<file path="src/rtl/mm_tile_ctrl.sv">
// mm_tile_ctrl
//   Tile-sequencing controller for the matrix-multiply accelerator. Walks the
//   output matrix in TILE x TILE tiles (row batches outer, column tiles inner).
//   For every tile it feeds A/B operands into the systolic array, waits for the
//   array to drain, then writes the valid result rows to buffer P.
//
//   Control flow: IDLE -> FEED -> DRAIN -> WRITE -> (FEED ... | DONE) -> IDLE.
//   All buffer-facing outputs come from an output register stage loaded from
//   the decode of the current state, so they lag the state by one cycle.
//   stall_i freezes every register, including that output stage, and masks
//   the enables combinationally. The cycle visible when the stall rises is
//   therefore re-issued unchanged once the stall drops.
//
// Ports
//   clk_i, rst_ni          clock, asynchronous active-low reset
//   start_i                level start request, sampled in IDLE
//   stall_i                freeze everything this cycle, enables forced low
//   m_i, k_i, n_i          A is m x k, B is k x n (latched at start)
//   base_addr{a,b,p}_i     buffer base addresses (latched at start)
//   valid_o                high while DONE is presented
//   batch_begin_o/_end_o   first / last FEED cycle of a tile
//   ensys_o                systolic shift enable (FEED or DRAIN, not stalled)
//   bubble_o               FEED cycle beyond k, array inputs zeroed
//   ena_o/enb_o, addra_o/addrb_o   operand reads
//   enp_o/wep_o, addrp_o, row_sel_o result writes
`timescale 1ns/1ps
module mm_tile_ctrl #(
  parameter int ADDR_WIDTH   = 16,
  parameter int TILE         = 8,
  parameter int DRAIN_CYCLES = 16
) (
  input  logic                    clk_i,
  input  logic                    rst_ni,
  input  logic                    start_i,
  input  logic                    stall_i,
  input  logic [ADDR_WIDTH-1:0]   m_i,
  input  logic [ADDR_WIDTH-1:0]   k_i,
  input  logic [ADDR_WIDTH-1:0]   n_i,
  input  logic [ADDR_WIDTH-1:0]   base_addra_i,
  input  logic [ADDR_WIDTH-1:0]   base_addrb_i,
  input  logic [ADDR_WIDTH-1:0]   base_addrp_i,
  output logic                    valid_o,
  output logic                    batch_begin_o,
  output logic                    batch_end_o,
  output logic                    ensys_o,
  output logic                    bubble_o,
  output logic                    ena_o,
  output logic                    enb_o,
  output logic [ADDR_WIDTH-1:0]   addra_o,
  output logic [ADDR_WIDTH-1:0]   addrb_o,
  output logic                    enp_o,
  output logic                    wep_o,
  output logic [ADDR_WIDTH-1:0]   addrp_o,
  output logic [$clog2(TILE)-1:0] row_sel_o
);

  localparam int AW = ADDR_WIDTH;
  localparam int TW = $clog2(TILE);
  localparam int DW = $clog2(DRAIN_CYCLES + 1);

  typedef enum logic [2:0] {
    S_IDLE,
    S_FEED,
    S_DRAIN,
    S_WRITE,
    S_DONE
  } state_t;

  // ceil(x / TILE) with one extra bit so x = 2^AW-1 cannot overflow.
  function automatic logic [AW-1:0] ceil_tiles(input logic [AW-1:0] x);
    logic [AW:0] s;
    s = {1'b0, x} + (AW+1)'(TILE - 1);
    return AW'(s >> TW);
  endfunction

  state_t state_q, state_d;

  // Latched run parameters
  logic [AW-1:0] k_q, k_d;
  logic [AW-1:0] base_b_q, base_b_d;
  logic [AW-1:0] rtiles_q, rtiles_d;
  logic [AW-1:0] ctiles_q, ctiles_d;
  logic [AW-1:0] f_last_q, f_last_d;

  // Counters
  logic [AW-1:0] f_q, f_d;
  logic [DW-1:0] d_q, d_d;
  logic [TW-1:0] row_q, row_d;
  logic [AW-1:0] rb_q, rb_d;
  logic [AW-1:0] cb_q, cb_d;
  logic [AW-1:0] m_rem_q, m_rem_d;

  // Running address bases, updated incrementally instead of multiplying:
  //   a_row  = base_a + rb*k
  //   b_col  = base_b + cb*k
  //   p_row  = base_p + rb*TILE*C
  //   p_tile = p_row + cb
  //   p_wr   = p_tile + r*C
  logic [AW-1:0] a_row_q, a_row_d;
  logic [AW-1:0] b_col_q, b_col_d;
  logic [AW-1:0] p_row_q, p_row_d;
  logic [AW-1:0] p_tile_q, p_tile_d;
  logic [AW-1:0] p_wr_q, p_wr_d;

  // Output register stage
  logic          valid_q, valid_d;
  logic          bb_q, bb_d;
  logic          be_q, be_d;
  logic          sys_q, sys_d;
  logic          bub_q, bub_d;
  logic          ena_q, ena_d;
  logic          enp_q, enp_d;
  logic [TW-1:0] rs_q, rs_d;
  logic [AW-1:0] addra_q, addra_d;
  logic [AW-1:0] addrb_q, addrb_d;
  logic [AW-1:0] addrp_q, addrp_d;

  logic          last_tile;
  logic          last_col;
  logic [TW-1:0] v_last;
  logic [AW-1:0] p_step;
  logic          feed_live;

  assign last_col  = (cb_q == ctiles_q - AW'(1));
  assign last_tile = last_col && (rb_q == rtiles_q - AW'(1));
  // Rows in the current batch minus one; only the last batch can be partial.
  assign v_last    = (m_rem_q >= AW'(TILE)) ? TW'(TILE - 1) : TW'(m_rem_q - AW'(1));
  assign p_step    = ctiles_q << TW;
  assign feed_live = (f_q < k_q);

  always_ff @(posedge clk_i or negedge rst_ni) begin
    if (!rst_ni) begin
      state_q <= S_IDLE;
    end else if (!stall_i) begin
      state_q <= state_d;
    end
  end

  always_comb begin
    state_d  = state_q;
    k_d      = k_q;
    base_b_d = base_b_q;
    rtiles_d = rtiles_q;
    ctiles_d = ctiles_q;
    f_last_d = f_last_q;
    f_d      = f_q;
    d_d      = d_q;
    row_d    = row_q;
    rb_d     = rb_q;
    cb_d     = cb_q;
    m_rem_d  = m_rem_q;
    a_row_d  = a_row_q;
    b_col_d  = b_col_q;
    p_row_d  = p_row_q;
    p_tile_d = p_tile_q;
    p_wr_d   = p_wr_q;

    unique case (state_q)
      S_IDLE: begin
        if (start_i) begin
          k_d      = k_i;
          base_b_d = base_addrb_i;
          rtiles_d = ceil_tiles(m_i);
          ctiles_d = ceil_tiles(n_i);
          f_last_d = (k_i > AW'(TILE)) ? (k_i - AW'(1)) : AW'(TILE - 1);
          m_rem_d  = m_i;
          a_row_d  = base_addra_i;
          b_col_d  = base_addrb_i;
          p_row_d  = base_addrp_i;
          p_tile_d = base_addrp_i;
          f_d      = '0;
          d_d      = '0;
          row_d    = '0;
          rb_d     = '0;
          cb_d     = '0;
          if ((m_i == '0) || (k_i == '0) || (n_i == '0)) begin
            state_d = S_DONE;
          end else begin
            state_d = S_FEED;
          end
        end
      end

      S_FEED: begin
        if (f_q == f_last_q) begin
          f_d     = '0;
          d_d     = '0;
          state_d = S_DRAIN;
        end else begin
          f_d = f_q + AW'(1);
        end
      end

      S_DRAIN: begin
        if (d_q == DW'(DRAIN_CYCLES - 1)) begin
          row_d   = '0;
          p_wr_d  = p_tile_q;
          state_d = S_WRITE;
        end else begin
          d_d = d_q + DW'(1);
        end
      end

      S_WRITE: begin
        if (row_q == v_last) begin
          if (last_tile) begin
            state_d = S_DONE;
          end else begin
            state_d = S_FEED;
            f_d     = '0;
            if (last_col) begin
              cb_d     = '0;
              rb_d     = rb_q + AW'(1);
              b_col_d  = base_b_q;
              a_row_d  = a_row_q + k_q;
              p_row_d  = p_row_q + p_step;
              p_tile_d = p_row_q + p_step;
              m_rem_d  = m_rem_q - AW'(TILE);
            end else begin
              cb_d     = cb_q + AW'(1);
              b_col_d  = b_col_q + k_q;
              p_tile_d = p_tile_q + AW'(1);
            end
          end
        end else begin
          row_d  = row_q + TW'(1);
          p_wr_d = p_wr_q + ctiles_q;
        end
      end

      S_DONE: begin
        // Start held high after completion must not retrigger a run.
        if (!start_i) begin
          state_d = S_IDLE;
        end
      end

      default: state_d = S_IDLE;
    endcase
  end

  // Output decode of the current state, registered below.
  always_comb begin
    valid_d = 1'b0;
    bb_d    = 1'b0;
    be_d    = 1'b0;
    sys_d   = 1'b0;
    bub_d   = 1'b0;
    ena_d   = 1'b0;
    enp_d   = 1'b0;
    rs_d    = '0;
    addra_d = '0;
    addrb_d = '0;
    addrp_d = '0;

    unique case (state_q)
      S_FEED: begin
        sys_d   = 1'b1;
        ena_d   = feed_live;
        bub_d   = !feed_live;
        bb_d    = (f_q == '0);
        be_d    = (f_q == f_last_q);
        addra_d = a_row_q + f_q;
        addrb_d = b_col_q + f_q;
      end
      S_DRAIN: begin
        sys_d = 1'b1;
      end
      S_WRITE: begin
        enp_d   = 1'b1;
        rs_d    = row_q;
        addrp_d = p_wr_q;
      end
      S_DONE: begin
        valid_d = 1'b1;
      end
      default: ;
    endcase
  end

  always_ff @(posedge clk_i or negedge rst_ni) begin
    if (!rst_ni) begin
      k_q      <= '0;
      base_b_q <= '0;
      rtiles_q <= '0;
      ctiles_q <= '0;
      f_last_q <= '0;
      f_q      <= '0;
      d_q      <= '0;
      row_q    <= '0;
      rb_q     <= '0;
      cb_q     <= '0;
      m_rem_q  <= '0;
      a_row_q  <= '0;
      b_col_q  <= '0;
      p_row_q  <= '0;
      p_tile_q <= '0;
      p_wr_q   <= '0;
      valid_q  <= 1'b0;
      bb_q     <= 1'b0;
      be_q     <= 1'b0;
      sys_q    <= 1'b0;
      bub_q    <= 1'b0;
      ena_q    <= 1'b0;
      enp_q    <= 1'b0;
      rs_q     <= '0;
      addra_q  <= '0;
      addrb_q  <= '0;
      addrp_q  <= '0;
    end else if (!stall_i) begin
      k_q      <= k_d;
      base_b_q <= base_b_d;
      rtiles_q <= rtiles_d;
      ctiles_q <= ctiles_d;
      f_last_q <= f_last_d;
      f_q      <= f_d;
      d_q      <= d_d;
      row_q    <= row_d;
      rb_q     <= rb_d;
      cb_q     <= cb_d;
      m_rem_q  <= m_rem_d;
      a_row_q  <= a_row_d;
      b_col_q  <= b_col_d;
      p_row_q  <= p_row_d;
      p_tile_q <= p_tile_d;
      p_wr_q   <= p_wr_d;
      valid_q  <= valid_d;
      bb_q     <= bb_d;
      be_q     <= be_d;
      sys_q    <= sys_d;
      bub_q    <= bub_d;
      ena_q    <= ena_d;
      enp_q    <= enp_d;
      rs_q     <= rs_d;
      addra_q  <= addra_d;
      addrb_q  <= addrb_d;
      addrp_q  <= addrp_d;
    end
  end

  // Enables are masked by the live stall; everything else just holds.
  assign valid_o       = valid_q;
  assign batch_begin_o = bb_q;
  assign batch_end_o   = be_q;
  assign bubble_o      = bub_q;
  assign ensys_o       = sys_q & ~stall_i;
  assign ena_o         = ena_q & ~stall_i;
  assign enb_o         = ena_q & ~stall_i;
  assign enp_o         = enp_q & ~stall_i;
  assign wep_o         = enp_q & ~stall_i;
  assign addra_o       = addra_q;
  assign addrb_o       = addrb_q;
  assign addrp_o       = addrp_q;
  assign row_sel_o     = rs_q;

endmodule

</file>
<file path="config.mk">
export PLATFORM = sky130hd
export DESIGN_NAME = mm_tile_ctrl
export DESIGN_NICKNAME = d
export VERILOG_FILES = /design/src/rtl/mm_tile_ctrl.sv
export SDC_FILE = /design/constraint.sdc
export NUM_CORES = 1
export LEC_CHECK = 0
export ABC_AREA = 1
export CORE_ASPECT_RATIO = 1.5
export CORE_MARGIN = 2
export CORE_UTILIZATION = 25
export CTS_CLUSTER_SIZE = 24
export DETAILED_ROUTE_END_ITERATION = 10
export SETUP_SLACK_MARGIN = 0.05
export SLEW_MARGIN = 30
export SYNTH_ARGS = -nofsm -noshare
export SYNTH_HDL_FRONTEND = slang
export SYNTH_SLANG_ARGS = --single-unit
</file>
<file path="constraint.sdc">
create_clock -name clk_i -period 4 [get_ports clk_i]
set_clock_uncertainty 0.15 [all_clocks]
set_input_delay 0.8 -clock clk_i [delete_from_list [all_inputs] [get_ports clk_i]]
set_output_delay 0.8 -clock clk_i [all_outputs]
set_load 0.03 [all_outputs]
</file>
# Word level (Yosys, flattened, before mapping)
# Cells that the tools add are included.
# op_classes
n_addsub	19
magnitude_cmp	3
n_eq_ne	18
mux	69
bitwise	4
n_reduce_logical	23
# ops
operator	n
$mux W16	35
$pmux W16 S2	8
$add A16 B16 Y16	5
$add A16 B1 Y16 const B	4
$logic_not A16 Y1	4
$eq A16 B16 Y1	3
$pmux W16 S3	1
$mux W3	12
$add A16 B3 Y17 const B	2
$sub A14 B1 Y15 const B	2
$reduce_and A5 Y1	4
$ne A2 B2 Y1 const B	9
$add A16 B14 Y16	1
$ge A16 B4 Y1 const B	1
$gt A16 B4 Y1 const B	1
$lt A16 B16 Y1	1
$sub A16 B1 Y16 const B	1
$sub A16 B4 Y16 const B	1
$mux W5	3
$pmux W3 S5	1
$pmux W5 S3	1
$reduce_and A6 Y1	2
$pmux W3 S3	1
$reduce_bool A3 Y1	3
19 further kinds	30
# word_totals
ff_bits	289
elab_cells	164

# Depth between registers and ports, before layout
# logic_depth
ltp_word	6
depth_mapped	19

# Worst setup path after synthesis
# No wires, ideal clock.
# synth_timing
path_type	input to output
startpoint	input port stall_i
endpoint	output port enb_o
arrival_ns	1.918
required_time_ns	3.050
path_slack_ns	1.132
cell_stages	4
n_path_buf	3
cell_sequence	clkbuf_1 clkbuf_1 nor2_1 buf_4
# synth_between
elab_chain_cells	2
# synth_lines
element	line	text
start: declaration	35	input logic stall_i,
$not A1 Y1 (no source line)	--	
$and A1 B1 Y1	--	
end: declaration	48	output logic enb_o,
# Every way passes these cells.

# Worst setup path in the final report
# layout_timing
startpoint	register rtiles_q[0]
endpoint	register p_tile_q[8]
# layout_between
elab_chain_cells	5
# layout_lines
element	line	text
start: declaration	81	logic [AW-1:0] rtiles_q, rtiles_d;
start signal: assignment	313	rtiles_q <= rtiles_d;
$sub A14 B1 Y15	125	assign last_tile = last_col && (rb_q == rtiles_q - AW'(1));
$eq A16 B16 Y1	125	
$logic_and A1 B1 Y1	125	
$ne A2 B2 Y1 (no source line)	--	
$reduce_and A5 Y1 (no source line)	--	
end signal: assignment	325	p_tile_q <= p_tile_d;
end: declaration	102	logic [AW-1:0] p_tile_q, p_tile_d;
# Every way passes these cells.
# A chain may end at the register's enable or synchronous reset.

==> results.md <==
* Drt total wl at 75.8 mm
* DRC marker count from the first detailed-route iteration at 1464
* Max-Cap Viols at 0
* Outcome: completed
* Total power at 17.8 mW
* Share of layout cells above drive strength 1 at 4.81%
* Via density at 4.80
* Crit Path Max Fanout at 37
* Vias in the first global route at 20400
* RSZ-0062 raised after global routing: no
* Data arrival, critical path at 3.65 ns
* CP Launch Type: flip-flop
* Reg2Reg Setup Slack at 0.70 ns
* First-pass GRT wire length at 118 mm
* F_max at 303 MHz
* FF+latch count, synth at 289
* CP Capture Type: flip-flop
* Clk pin slew, worst setup/hold paths at 0.06 ns
* Least-Margin Pin Slew at 0.941 ns
* Leakage at 12.3 nW
* Largest net degree at the start of global routing at 87
* Place WS at 0.558 ns
* Ant diodes at 0
* Initial core utilization at 25.2%
* Top-area cell type share of the netlist area at 33.9%
* H-tree Lvls at 2
* Mapped Area at 21300 µm²
* Postcts setup bufs at 0
* Relative slew slack at 37.1%
* EDFF count, synth at 0
* Clock sinks at 289
* Syn Nets at 3321
* Die H at 362 µm
* Clk Latency, worst-skew pair at 0.57 ns
* Unique masters post-synth at 53
* Total CTS buffers at 36
* DR pass1 iterations at 5
* Via count at 21000
* Final net count at 3438
* P&R area growth vs syn at 19.3%
* PwrDens at 700 nW/µm²
* Launch point of the worst reg-to-reg path: rtiles_q[0]
* Remaining antenna violation count at 0
* # resized after CTS at 0
* Final non-filler cell area at 25400 µm²
* Period utilisation layout at 82.5%
* Register area share after synthesis at 33.9%
* Worst vdd ir at 0.327 mV
* Syn avg cell area at 6.88 µm²
* DRC errors left at 0
* Most numerous cell in the Yosys netlist: nand2_1
* Total GRT Usage at 17.0%
* Initial antenna violation count at 6
* Fin crit period at 3.30 ns
* Placed cell areas at 24200 µm²
* Setup Viol. Count Final at 0
* CP Class: reg2reg
* Hold Buf Count CTS at 0
* R2r endpoint: p_tile_q[8]
* Core area at 84700 µm²
* Most frequent cells after synthesis: nand2_1, dfrtp_1, inv_1, nor2_1, nand3_1
* I/O Buffers at 159
* Endpoints failing hold at 0
* Area leader, netlist: dfrtp_1
* Synth area leaders: dfrtp_1, nand2_1, ha_1
* Layout fillers at 9216
* Worst hold slack at 0.0988 ns
* R2r worst-path depth at 17
* Die ar. at 87700 µm²
* Pins Over Slew Limit at 0
* GPL Wtd Cong at 0.940
* Async SR Flop Fraction at 100%
* GRT overflow at 0
* WP data required at 4.35 ns
* TNS Setup at 0 ns
* FP Rows at 131
* CTS tree: done
* Max Buffers Root-to-Sink at 3
* Wirelength per Cell at 17.3 µm
* I/O pins at 160
* Syn Inst Count at 3100
* Synth Flop Type: dfrtp_1
* Ys Warns at 0
* Final WS setup at 0.702 ns
* DP HPWL at 57.6 mm
* Worst min path class: in2async
* Die W at 242 µm
* Root buffer cell: clkbuf_16
[layout make-up]
type	count	area, µm²	area share, %
repair buffers	199	2000	7.88
inverters	280	1050	4.14
clock buffers	50	1060	4.15
multi-input cells	2411	12500	49.2
well taps	1130	1410	5.56
clock inverters	14	166	0.654
flip-flops and latches	289	7230	28.4
[logic make-up after synthesis]
family | after synthesis | share of synthesized area [%]
fa+ha+maj | 121 | 7.31
buf+inv | 400 | 7.47
flops | 289 | 33.9
simple gates | 1759 | 35.4
xor+xnor | 142 | 5.83
compound gates | 389 | 10.0
[registers in the layout, summed over array words and instances, names as in the netlist, 3 cells and up]
register / cells
d_q: 5
k_q: 16
state_q: 3
f_last_q: 16
row_sel_o: 3
rtiles_q: 14
p_tile_q: 16
f_q: 16
b_col_q: 16
rb_q: 16
addrb_o: 16
addra_o: 16
a_row_q: 16
m_rem_q: 16
cb_q: 16
row_q: 3
p_wr_q: 16
ctiles_q: 14
p_row_q: 16
addrp_o: 16
base_b_q: 16
[through the flow]
stage               utilization (%)  std cells
floorplan                         -       3100
global placement               28.6       4309
detailed placement             28.6       4309
CTS                            30.0       4373
global route                   30.0       4373
finish                         30.0       4373
[report_power, final]
part           switching [mW]  leakage, nW  internal, mW
logic                    5.89         7.98          3.28
registers                1.30         3.75          3.92
clock network            1.39        0.604          2.05
[placed cells by master (no fill, tap or decap), types with 7 or more instances in the layout]
cell type        instances
clkbuf_16               38
a21oi_1                114
o21bai_1                 8
nand4_1                112
nand3_1                210
nand3b_1                14
or2_2                   18
xor2_1                 101
a31oi_1                  7
nor3b_1                  8
nor4_1                  20
clkdlybuf4s50_1        157
o31ai_1                 10
ha_1                   115
buf_4                   31
nor2_1                 250
nand2_1               1049
buf_12                   9
a21o_1                   9
dfrtp_1                289
nor3_1                  47
nand3_2                  7
o21ai_0                198
inv_1                  271
clkinv_2                 7
xnor2_1                 41
o22ai_1                 11
[per-layer routing]
layer / global-route usage, % / up-vias / routed length [µm]
met4: 8.50 / 4 / 4140
met1: 19.8 / 9738 / 30100
met5: 0 / - / 27
met3: 2.49 / 186 / 4200
met2: 30.3 / 669 / 37300
li1: - / 10400 / -
[worst max-delay path, stage by stage, from the launching register on]
cell	delay, ns
dfrtp_1	0.40
inv_1	0.13
ha_1	0.20
nand3_1	0.21
nor2_1	0.33
nand3_1	0.12
nand2_1	0.08
inv_1	0.03
nand2_1	0.06
nor2_1	0.04
nand2_1	0.06
nor2_1	0.10
nand3_2	0.09
nand2_1	0.09
nor2_4	0.72
buf_4	0.31
nand2_1	0.06
nand2_1	0.06
[how the worst max path moves through the flow]
stage                 from     endpoint  slack (ns)  depth (start not counted)
6_report       rtiles_q[0]  p_tile_q[8]        0.70                         17
2_1_floorplan      stall_i        enb_o        1.13                          4
4_1_cts         m_rem_q[4]  p_tile_q[4]        0.71                         12
3_5_place_dp        m_i[3]  rtiles_q[9]        0.56                         12
3_3_place_gp        m_i[3]  rtiles_q[9]        0.56                         12
5_1_grt        rtiles_q[0]  p_tile_q[3]        0.37                         17
Note: power is estimated with default switching activity, not from simulation.
